File: config.mk
export PLATFORM = sky130hd
export DESIGN_NAME = fp_mult
export DESIGN_NICKNAME = d
export VERILOG_FILES = /design/src/rtl/fp_pkg.sv /design/src/rtl/fp_round_pack.sv /design/src/rtl/fp_mult.sv
export SDC_FILE = /design/constraint.sdc
export NUM_CORES = 2
export LEC_CHECK = 0
export ABC_CLOCK_PERIOD_IN_PS = 20700
export CORE_ASPECT_RATIO = 0.75
export CORE_MARGIN = 10
export CORE_UTILIZATION = 45
export CTS_CLUSTER_SIZE = 20
export DETAILED_ROUTE_END_ITERATION = 6
export GPL_ROUTABILITY_DRIVEN = 0
export SYNTH_ARGS = -nofsm -noshare
export SYNTH_HDL_FRONTEND = slang
export SYNTH_SLANG_ARGS = --single-unit
File: constraint.sdc
create_clock -name clock -period 20.7 [get_ports clock]
set_input_delay 4.14 -clock clock [delete_from_list [all_inputs] [get_ports clock]]
set_output_delay 4.14 -clock clock [all_outputs]
set_load 0.02 [all_outputs]
File: src/rtl/fp_pkg.sv
// Shared binary32 constants and types for the pipelined single-precision multiplier.
package fp_pkg;

  localparam int unsigned LATENCY = 5;

  localparam int unsigned EXP_W  = 8;
  localparam int unsigned MAN_W  = 23;
  localparam int unsigned SIG_W  = MAN_W + 1;
  localparam int unsigned PROD_W = 2 * SIG_W;
  localparam int unsigned EXPI_W = 10;

  localparam int BIAS = 127;

  localparam logic [31:0] QNAN = 32'h7FC0_0000;
  localparam logic [31:0] INF  = 32'h7F80_0000;

  localparam logic [EXP_W-1:0] EXP_ALL_ONES = '1;

  typedef logic signed [EXPI_W-1:0] exp_t;

  localparam exp_t EXP_MIN = 10'sd1;
  localparam exp_t EXP_OVF = 10'sd255;

  typedef enum logic [1:0] {
    SP_NONE,
    SP_ZERO,
    SP_INF,
    SP_NAN
  } special_e;

endpackage

File: src/rtl/fp_round_pack.sv
// Stages 4 and 5 of fp_mult: round-to-nearest-even, then exception/overflow/underflow pack.
module fp_round_pack
  import fp_pkg::*;
(
  input  logic             clock,
  input  logic             resetn,
  input  logic             clk_en,
  input  logic             sign_i,
  input  exp_t             exp_i,
  input  logic [MAN_W-1:0] man_i,
  input  logic             guard_i,
  input  logic             round_i,
  input  logic             sticky_i,
  input  special_e         special_i,
  output logic [31:0]      result_o
);

  logic             s4_sign_d, s4_sign_q;
  exp_t             s4_exp_d, s4_exp_q;
  logic [MAN_W-1:0] s4_man_d, s4_man_q;
  special_e         s4_special_d, s4_special_q;
  logic [31:0]      result_d, result_q;

  logic             inc;
  logic [MAN_W:0]   rsum;

  always_comb begin
    inc          = guard_i & (round_i | sticky_i | man_i[0]);
    rsum         = {1'b0, man_i} + {{MAN_W{1'b0}}, inc};
    // A carry out of the fraction leaves it wrapped to zero: exactly the renormalised 1.0 mantissa.
    s4_man_d     = rsum[MAN_W-1:0];
    s4_exp_d     = rsum[MAN_W] ? exp_i + exp_t'(1) : exp_i;
    s4_sign_d    = sign_i;
    s4_special_d = special_i;
  end

  always_comb begin
    result_d = '0;
    unique case (s4_special_q)
      SP_NAN:  result_d = QNAN;
      SP_INF:  result_d = INF | {s4_sign_q, 31'b0};
      SP_ZERO: result_d = {s4_sign_q, 31'b0};
      default: begin
        if (s4_exp_q < EXP_MIN)
          result_d = {s4_sign_q, 31'b0};
        else if (s4_exp_q >= EXP_OVF)
          result_d = INF | {s4_sign_q, 31'b0};
        else
          result_d = {s4_sign_q, s4_exp_q[EXP_W-1:0], s4_man_q};
      end
    endcase
  end

  always_ff @(posedge clock) begin
    if (!resetn) begin
      s4_sign_q    <= 1'b0;
      s4_exp_q     <= '0;
      s4_man_q     <= '0;
      s4_special_q <= SP_NONE;
      result_q     <= '0;
    end else if (clk_en) begin
      s4_sign_q    <= s4_sign_d;
      s4_exp_q     <= s4_exp_d;
      s4_man_q     <= s4_man_d;
      s4_special_q <= s4_special_d;
      result_q     <= result_d;
    end
  end

  assign result_o = result_q;

endmodule

File: src/rtl/fp_mult.sv
// Five-stage binary32 multiplier: unpack/classify, multiply, normalise, round, pack.
module fp_mult
  import fp_pkg::*;
(
  input  logic        clock,
  input  logic        resetn,
  input  logic        clk_en,
  input  logic [31:0] dataa,
  input  logic [31:0] datab,
  output logic [31:0] result
);

  logic [EXP_W-1:0] ea, eb;
  logic [MAN_W-1:0] ma, mb;
  logic             a_zero, b_zero, a_inf, b_inf, a_nan, b_nan;

  logic             s1_sign_d, s1_sign_q;
  exp_t             s1_exp_d, s1_exp_q;
  logic [SIG_W-1:0] s1_siga_d, s1_siga_q, s1_sigb_d, s1_sigb_q;
  special_e         s1_special_d, s1_special_q;

  logic              s2_sign_d, s2_sign_q;
  exp_t              s2_exp_d, s2_exp_q;
  logic [PROD_W-1:0] s2_prod_d, s2_prod_q;
  special_e          s2_special_d, s2_special_q;

  logic             s3_sign_d, s3_sign_q;
  exp_t             s3_exp_d, s3_exp_q;
  logic [MAN_W-1:0] s3_man_d, s3_man_q;
  logic             s3_guard_d, s3_guard_q;
  logic             s3_round_d, s3_round_q;
  logic             s3_sticky_d, s3_sticky_q;
  special_e         s3_special_d, s3_special_q;

  // Stage 1: denormals are flushed by classifying any zero exponent as zero.
  always_comb begin
    ea     = dataa[30:23];
    eb     = datab[30:23];
    ma     = dataa[22:0];
    mb     = datab[22:0];
    a_zero = (ea == '0);
    b_zero = (eb == '0);
    a_inf  = (ea == EXP_ALL_ONES) && (ma == '0);
    b_inf  = (eb == EXP_ALL_ONES) && (mb == '0);
    a_nan  = (ea == EXP_ALL_ONES) && (ma != '0);
    b_nan  = (eb == EXP_ALL_ONES) && (mb != '0);

    s1_special_d = SP_NONE;
    if (a_nan || b_nan || (a_inf && b_zero) || (b_inf && a_zero))
      s1_special_d = SP_NAN;
    else if (a_inf || b_inf)
      s1_special_d = SP_INF;
    else if (a_zero || b_zero)
      s1_special_d = SP_ZERO;

    s1_sign_d = dataa[31] ^ datab[31];
    s1_exp_d  = exp_t'({2'b00, ea}) + exp_t'({2'b00, eb}) - exp_t'(BIAS);
    s1_siga_d = {1'b1, ma};
    s1_sigb_d = {1'b1, mb};
  end

  always_comb begin
    s2_sign_d    = s1_sign_q;
    s2_exp_d     = s1_exp_q;
    s2_special_d = s1_special_q;
    s2_prod_d    = {{SIG_W{1'b0}}, s1_siga_q} * {{SIG_W{1'b0}}, s1_sigb_q};
  end

  // Stage 3: a product in [2,4) is shifted right once; the shifted-out bit joins the sticky.
  always_comb begin
    s3_sign_d    = s2_sign_q;
    s3_special_d = s2_special_q;
    if (s2_prod_q[PROD_W-1]) begin
      s3_exp_d    = s2_exp_q + exp_t'(1);
      s3_man_d    = s2_prod_q[46:24];
      s3_guard_d  = s2_prod_q[23];
      s3_round_d  = s2_prod_q[22];
      s3_sticky_d = |s2_prod_q[21:0];
    end else begin
      s3_exp_d    = s2_exp_q;
      s3_man_d    = s2_prod_q[45:23];
      s3_guard_d  = s2_prod_q[22];
      s3_round_d  = s2_prod_q[21];
      s3_sticky_d = |s2_prod_q[20:0];
    end
  end

  always_ff @(posedge clock) begin
    if (!resetn) begin
      s1_sign_q    <= 1'b0;
      s1_exp_q     <= '0;
      s1_siga_q    <= '0;
      s1_sigb_q    <= '0;
      s1_special_q <= SP_NONE;
      s2_sign_q    <= 1'b0;
      s2_exp_q     <= '0;
      s2_prod_q    <= '0;
      s2_special_q <= SP_NONE;
      s3_sign_q    <= 1'b0;
      s3_exp_q     <= '0;
      s3_man_q     <= '0;
      s3_guard_q   <= 1'b0;
      s3_round_q   <= 1'b0;
      s3_sticky_q  <= 1'b0;
      s3_special_q <= SP_NONE;
    end else if (clk_en) begin
      s1_sign_q    <= s1_sign_d;
      s1_exp_q     <= s1_exp_d;
      s1_siga_q    <= s1_siga_d;
      s1_sigb_q    <= s1_sigb_d;
      s1_special_q <= s1_special_d;
      s2_sign_q    <= s2_sign_d;
      s2_exp_q     <= s2_exp_d;
      s2_prod_q    <= s2_prod_d;
      s2_special_q <= s2_special_d;
      s3_sign_q    <= s3_sign_d;
      s3_exp_q     <= s3_exp_d;
      s3_man_q     <= s3_man_d;
      s3_guard_q   <= s3_guard_d;
      s3_round_q   <= s3_round_d;
      s3_sticky_q  <= s3_sticky_d;
      s3_special_q <= s3_special_d;
    end
  end

  fp_round_pack u_round_pack (
    .clock     (clock),
    .resetn    (resetn),
    .clk_en    (clk_en),
    .sign_i    (s3_sign_q),
    .exp_i     (s3_exp_q),
    .man_i     (s3_man_q),
    .guard_i   (s3_guard_q),
    .round_i   (s3_round_q),
    .sticky_i  (s3_sticky_q),
    .special_i (s3_special_q),
    .result_o  (result)
  );

endmodule

Word level (Yosys, flattened, before mapping). Cells that the tools add are included.

Register bits after elaboration: 229. Input bits: 67. Output and inout port bits: 32. Logic and storage cells: 69.

Add/sub/neg operators: 5. Multiply operators: 1. $lt $le $gt $ge: 2. Equal/unequal tests: 5. Muxes and demuxes: 12. Bitwise logic cells: 4. Reductions and logical operators: 19.

Operators by type and width (number): case mux 32 bit (3 select lines) (1); 2-to-1 mux 31 bit (2); multiplier 24 x 24 -> 48 bit (1); zero test 23 bit (2); nonzero test 23 bit (2); adder 23 x 1 -> 24 bit (1); 2-to-1 mux 23 bit (1); OR reduction 22 bit (1); OR reduction 21 bit (1); adder 10 x 2 -> 10 bit, second input constant (2); 2-to-1 mux 10 bit (2); equality test 8 bit, second input constant (2); zero test 8 bit (2); >= comparator 10 x 9 -> 1 bit, second input constant (1); < comparator 10 x 2 -> 1 bit, second input constant (1); subtractor 9 x 7 -> 10 bit, second input constant (1); adder 8 x 8 -> 9 bit (1); logical AND 1 bit (6); logical OR 1 bit (5); equality test 2 bit, second input constant (2); 2-to-1 mux 1 bit (4); 2-to-1 mux 2 bit (2); equality test 2 x 1 -> 1 bit, second input constant (1); bitwise OR 1 bit (2); other kinds (2) (2).

Longest topological paths before layout.
Depth after elaboration: 6. Mapped depth: 26. Mapped depth without buffers: 24.

Modules after synthesis. A second synthesis with hierarchy kept.

Cells, all modules: 3247. Area, all modules: 29206.8 um2.

By module, submodules not included: fp_mult (instances 1, cells each 2836, area each 25857.3 um2, seq. area each 3203.1 um2); fp_round_pack (instances 1, cells each 411, area each 3349.5 um2, seq. area each 1361.3 um2).

Least setup slack after synthesis. Ideal clock, no wire load.

Path kind: flip-flop to flip-flop. Start: register s1_sigb_q[3]. End: register s2_prod_q[45]. Setup time: 117 ps. Arrival: 6540 ps. Required time: 20583 ps. Setup slack: 14043 ps. Stages on the path, launching flop included: 27. Buffers on the path: 2. Clock period less this slack: 6657 ps. Cells stage by stage: dfxtp_1 -> clkbuf_1 -> nand2_1 -> fa_1 -> inv_1 -> fa_1 -> inv_1 -> fa_1 -> inv_1 -> fa_1 -> inv_1 -> fa_1 -> inv_1 -> fa_1 -> inv_1 -> fa_1 -> inv_1 -> ha_1 -> buf_6 -> a21oi_1 -> o21ai_0 -> a221oi_2 -> nor2b_1 -> nor4_2 -> nor3_1 -> or3_1 -> a32o_1.

Cells in the longest elaborated chain, start to end: 1.

RTL lines: start, declared (RTL line fp_mult.sv:19) `logic [SIG_W-1:0] s1_siga_d, s1_siga_q, s1_sigb_d, s1_sigb_q;`; start signal, assigned (RTL line fp_mult.sv:110) `s1_sigb_q <= s1_sigb_d;`; multiplier 24 x 24 -> 48 bit (RTL line fp_mult.sv:66) `s2_prod_d = {{SIG_W{1'b0}}, s1_siga_q} * {{SIG_W{1'b0}}, s1_sigb_q};`; end signal, assigned (RTL line fp_mult.sv:114) `s2_prod_q <= s2_prod_d;`; end, declared (RTL line fp_mult.sv:24) `logic [PROD_W-1:0] s2_prod_d, s2_prod_q;`.

No other way between the ends. A chain may end at the register's enable or synchronous reset.

Worst setup path in the final report.
Start: register s1_sigb_q[9]. End: register s2_prod_q[42].

The elaborated chain is that of the path after synthesis.

==> impl_metrics.tcl <==
set metrics [dict create \
    outcome "finished clean" \
    critical_path.slowest_cell "sky130_fd_sc_hd__dfxtp_1" \
    detail_route.drc_violations 0 \
    fill_cells 6134 \
    pwr-share-clk_pct 30.1 \
    critPathCaptureType "flop" \
    power.net_switching_mw 0.628 \
    p_comb_share_pct 38.1 \
    largest_net_degree_at_the_start_of_global_routing 209 \
    postSynth.asyncResetShare_pct 0 \
    final_hold_viol_count 0 \
    synth-main-ff-cell "sky130_fd_sc_hd__dfxtp_1" \
    ys_seq_area_share_pct 15.8 \
    tritoncts.num_buffers 27 \
    power.leakage_nw 14.6 \
    worst_r2r_endpoint "s2_prod_q[42]" \
    final_min_period_over_clock_period_pct 37.1 \
    core_um2 63500 \
    crit_arrival_ps 8190 \
    number_of_global_route_vias_before_repair 23441 \
    routedWlPerCell_um 17.7 \
    power.ir.vdd_worst_uv 57.1 \
    post_cts.repair.setup_buffers 0 \
    antenna_diode_count 0 \
    most-common-layout-cells "sky130_fd_sc_hd__inv_1, sky130_fd_sc_hd__fa_1, sky130_fd_sc_hd__nand2_1" \
    setup_viol 0 \
    yosysWarnings 0 \
    design.final.nets 3974 \
    internal-power_mw 0.992 \
    critical_path.n_buffers_inverters 6 \
    die_h_um 239 \
    rows 80 \
    min_delay_path_depth 2 \
    mappedNetlistArea_um2 28800 \
    clock_tree_from_tritoncts "done" \
    postSynthRegisterBits 228 \
    cp_common_cell "sky130_fd_sc_hd__fa_1" \
    detail_route.wirelength.met1_mm 33.9 \
    hpwl_mm 57.9 \
    postCtsHoldBufs 0 \
    timing_max_transition_violations_final 0 \
    vias 21413 \
    clk_latency_ps 590 \
    post_cts_resize_count 0 \
    first_iter_violations 1271 \
    finalWirelength_mm 72.7 \
    overflow 0 \
    min_from "s2_prod_q[0]" \
    share_seq_of_total_power_pct 31.8 \
    worst-endpoint-required_ps 21210 \
    route.met2.wl_mm 33.2 \
    synth_cell_type_count 70 \
    io_buffer_count 98 \
    worst_slew_pin_slew_ps 1170 \
    top_layer "met5" \
    clockBufferDepth 3 \
    critical_path.cell_chain "nand2_1 > fa_1 > fa_1 > inv_1 > fa_1 > inv_1 > fa_1 > inv_1 > fa_1 > fa_1 > inv_1 > fa_1 > inv_1 > ha_1 > a21oi_1 > o21a_1 > a2111oi_0 > o41ai_1 > buf_4 > nor4_1 > or3_1 > nand3_1 > a21oi_1" \
    groute.usage.overall_pct 20.2 \
    dieArea_um2 74600 \
    maxCapViolations 0 \
    powerDensity_nw_per_um2 51.6 \
    detail_route.vias_per_cell 5.21 \
    top_level_ports 99 \
    clk_transition_reported_paths_ps 60 \
    rrSetupSlack_ps 13020 \
    totalNegativeSetupSlack_ps 0 \
    die_span_in_x_um 312 \
    power.switching_fraction_pct 38.8 \
    total_power_mw 1.62 \
    netlist_instances 3247 \
    max_clock_freq_ghz 0.130 \
    starting_utilization_of_the_core_area_pct 45.4 \
    total_length_of_routed_met3_wires_mm 3.73 \
    worst_setup_path_start_kind "flop" \
    layout-area-overhead-vs-synth_pct 9.02 \
    fin_worst_skew_ps 49.0 \
    synth_edf_count 0 \
    critPathKind "reg2reg" \
    worst_hold_path.endpoint "s2_prod_q[0]" \
    avg_inst_size_synth_um2 8.87 \
    critical_path.max_stage_delay_ps 1020 \
    drt_pass1_iterations 6 \
    crit_path_max_fanout 25 \
    layout_commonest_cell "sky130_fd_sc_hd__inv_1" \
    global_route_wire_length_before_repair_mm 124 \
    cts_sinks 228 \
    hold_path.class "reg2reg" \
    grt_antenna_before_repair 2 \
    path_delay_family "adder cells" \
    period_needed_ps 7680 \
    synth_fp_nets 3989 \
    ctsRootBufferMaster "sky130_fd_sc_hd__clkbuf_16" \
    cp_num_cells 23 \
    drtAntennaViolNets 0 \
    reg2reg_from "s1_sigb_q[9]" \
    ff2ff_path_depth 23 \
    grt_setup_unrepaired "false" \
    htree_num_levels 1 \
    drive_above_1_share_pct 3.44 \
    timing.slew.headroom_pct 21.4 \
]
## flip-flops by register name, summed over array words and instances (netlist names), 2 cells and up
signal                     count
s2_prod_q                     48
u_round_pack.result_o         32
s1_siga_q                     24
s1_sigb_q                     23
s3_man_q                      23
u_round_pack.s4_man_q         23
s1_exp_q                      10
s2_exp_q                      10
s3_exp_q                      10
u_round_pack.s4_exp_q         10
s1_special_q                   2
s2_special_q                   2
s3_special_q                   2
u_round_pack.s4_special_q      2
## worst max path at each step
stage | slack, ps | end | startpoint
4_1_cts | 13080 | s2_prod_q[42] | s1_sigb_q[9]
6_report | 13020 | s2_prod_q[42] | s1_sigb_q[9]
2_1_floorplan | 14040 | s2_prod_q[45] | s1_sigb_q[3]
3_5_place_dp | 13060 | s2_prod_q[42] | s1_sigb_q[9]
5_1_grt | 12590 | s2_prod_q[42] | s1_sigb_q[9]
3_3_place_gp | 13180 | s2_prod_q[42] | s1_sigb_q[9]
## cells by family after synthesis
group,synth area share (%)
DFF,15.8
muxes,4.41
adders and majority gates,41.9
xor gates and xnor gates,2.13
AOI/OAI and AO/OA,7.41
and+or+nand+nor,18.3
buffers and inverters,9.99
## worst register-to-register path, cell delays in order (launching register included)
cell and delay, ps:
sky130_fd_sc_hd__dfxtp_1 1020, sky130_fd_sc_hd__nand2_1 200, sky130_fd_sc_hd__fa_1 560, sky130_fd_sc_hd__fa_1 550, sky130_fd_sc_hd__inv_1 50, sky130_fd_sc_hd__fa_1 500, sky130_fd_sc_hd__inv_1 60, sky130_fd_sc_hd__fa_1 530
sky130_fd_sc_hd__inv_1 50, sky130_fd_sc_hd__fa_1 500, sky130_fd_sc_hd__fa_1 510, sky130_fd_sc_hd__inv_1 50, sky130_fd_sc_hd__fa_1 480, sky130_fd_sc_hd__inv_1 40, sky130_fd_sc_hd__ha_1 430, sky130_fd_sc_hd__a21oi_1 140
sky130_fd_sc_hd__o21a_1 230, sky130_fd_sc_hd__a2111oi_0 460, sky130_fd_sc_hd__o41ai_1 160, sky130_fd_sc_hd__buf_4 180, sky130_fd_sc_hd__nor4_1 480, sky130_fd_sc_hd__or3_1 180, sky130_fd_sc_hd__nand3_1 70, sky130_fd_sc_hd__a21oi_1 220
## layer usage
| layer | vias up | GRT usage (%) |
|---|---|---|
| li1 | 10066 | - |
| met2 | 411 | 33.3 |
| met4 | 2 | 4.95 |
| met3 | 107 | 3.58 |
| met5 | - | 0 |
| met1 | 10827 | 27.2 |
## power by group through the flow
stage                     registers, mW  clock network, mW  logic [mW]
after floorplan                   0.511                  0       0.441
after global routing              0.521              0.517       0.705
after CTS                         0.515              0.500       0.622
after global placement            0.523                  0       0.608
final                             0.515              0.488       0.617
after detailed placement          0.524                  0       0.616
## synth_stat cells, types with 5 or more instances
| cell type | instances | area, µm² |
|---|---|---|
| sky130_fd_sc_hd__and2_1 | 302 | 1890 |
| sky130_fd_sc_hd__nand2_1 | 341 | 1280 |
| sky130_fd_sc_hd__nand2b_1 | 34 | 213 |
| sky130_fd_sc_hd__a21o_1 | 27 | 203 |
| sky130_fd_sc_hd__nand3b_1 | 15 | 113 |
| sky130_fd_sc_hd__nor2b_1 | 6 | 37.5 |
| sky130_fd_sc_hd__a211oi_1 | 70 | 526 |
| sky130_fd_sc_hd__o21a_1 | 5 | 37.5 |
| sky130_fd_sc_hd__nor4_1 | 21 | 131 |
| sky130_fd_sc_hd__nor3_1 | 11 | 55.1 |
| sky130_fd_sc_hd__mux2i_1 | 127 | 1270 |
| sky130_fd_sc_hd__a21oi_1 | 100 | 500 |
| sky130_fd_sc_hd__or3_1 | 10 | 62.6 |
| sky130_fd_sc_hd__clkbuf_1 | 170 | 638 |
| sky130_fd_sc_hd__and3_1 | 16 | 100 |
| sky130_fd_sc_hd__xor2_1 | 30 | 263 |
| sky130_fd_sc_hd__nand3_1 | 53 | 265 |
| sky130_fd_sc_hd__fa_1 | 483 | 9670 |
| sky130_fd_sc_hd__a31oi_1 | 6 | 37.5 |
| sky130_fd_sc_hd__ha_1 | 192 | 2400 |
| sky130_fd_sc_hd__o2111ai_1 | 5 | 43.8 |
| sky130_fd_sc_hd__o21bai_1 | 11 | 82.6 |
| sky130_fd_sc_hd__nand4_1 | 24 | 150 |
| sky130_fd_sc_hd__o21ai_0 | 64 | 320 |
| sky130_fd_sc_hd__a311oi_1 | 5 | 43.8 |
| sky130_fd_sc_hd__nor2_1 | 205 | 769 |
| sky130_fd_sc_hd__buf_2 | 10 | 50.1 |
| sky130_fd_sc_hd__inv_1 | 578 | 2170 |
| sky130_fd_sc_hd__dfxtp_1 | 228 | 4560 |
| sky130_fd_sc_hd__xnor2_1 | 40 | 350 |
## cell type report
class / instances / area [µm²] / share of cell area (%)
repair buffers: 139 / 1310 / 4.16
clock inverters: 14 / 153 / 0.486
clock buffers: 35 / 746 / 2.38
flip-flops and latches: 228 / 4570 / 14.5
multi-input cells: 2258 / 21400 / 68.1
well taps: 861 / 1080 / 3.43
inverters: 578 / 2170 / 6.93
## per-stage QoR
stage | worst slack (ps) | cell area (µm²) | util [%] | hold slack, ps | std cells
after floorplan | 14040 | 28800 | - | 440 | 3247
after global placement | 13180 | 30500 | 48.1 | 460 | 4064
after detailed placement | 13060 | 30500 | 48.1 | 460 | 4064
after CTS | 13080 | 31400 | 49.5 | 469 | 4113
after global routing | 12590 | 31400 | 49.5 | 493 | 4113
final | 13020 | 31400 | 49.5 | 469 | 4113
(Power assumes the default switching activity.)
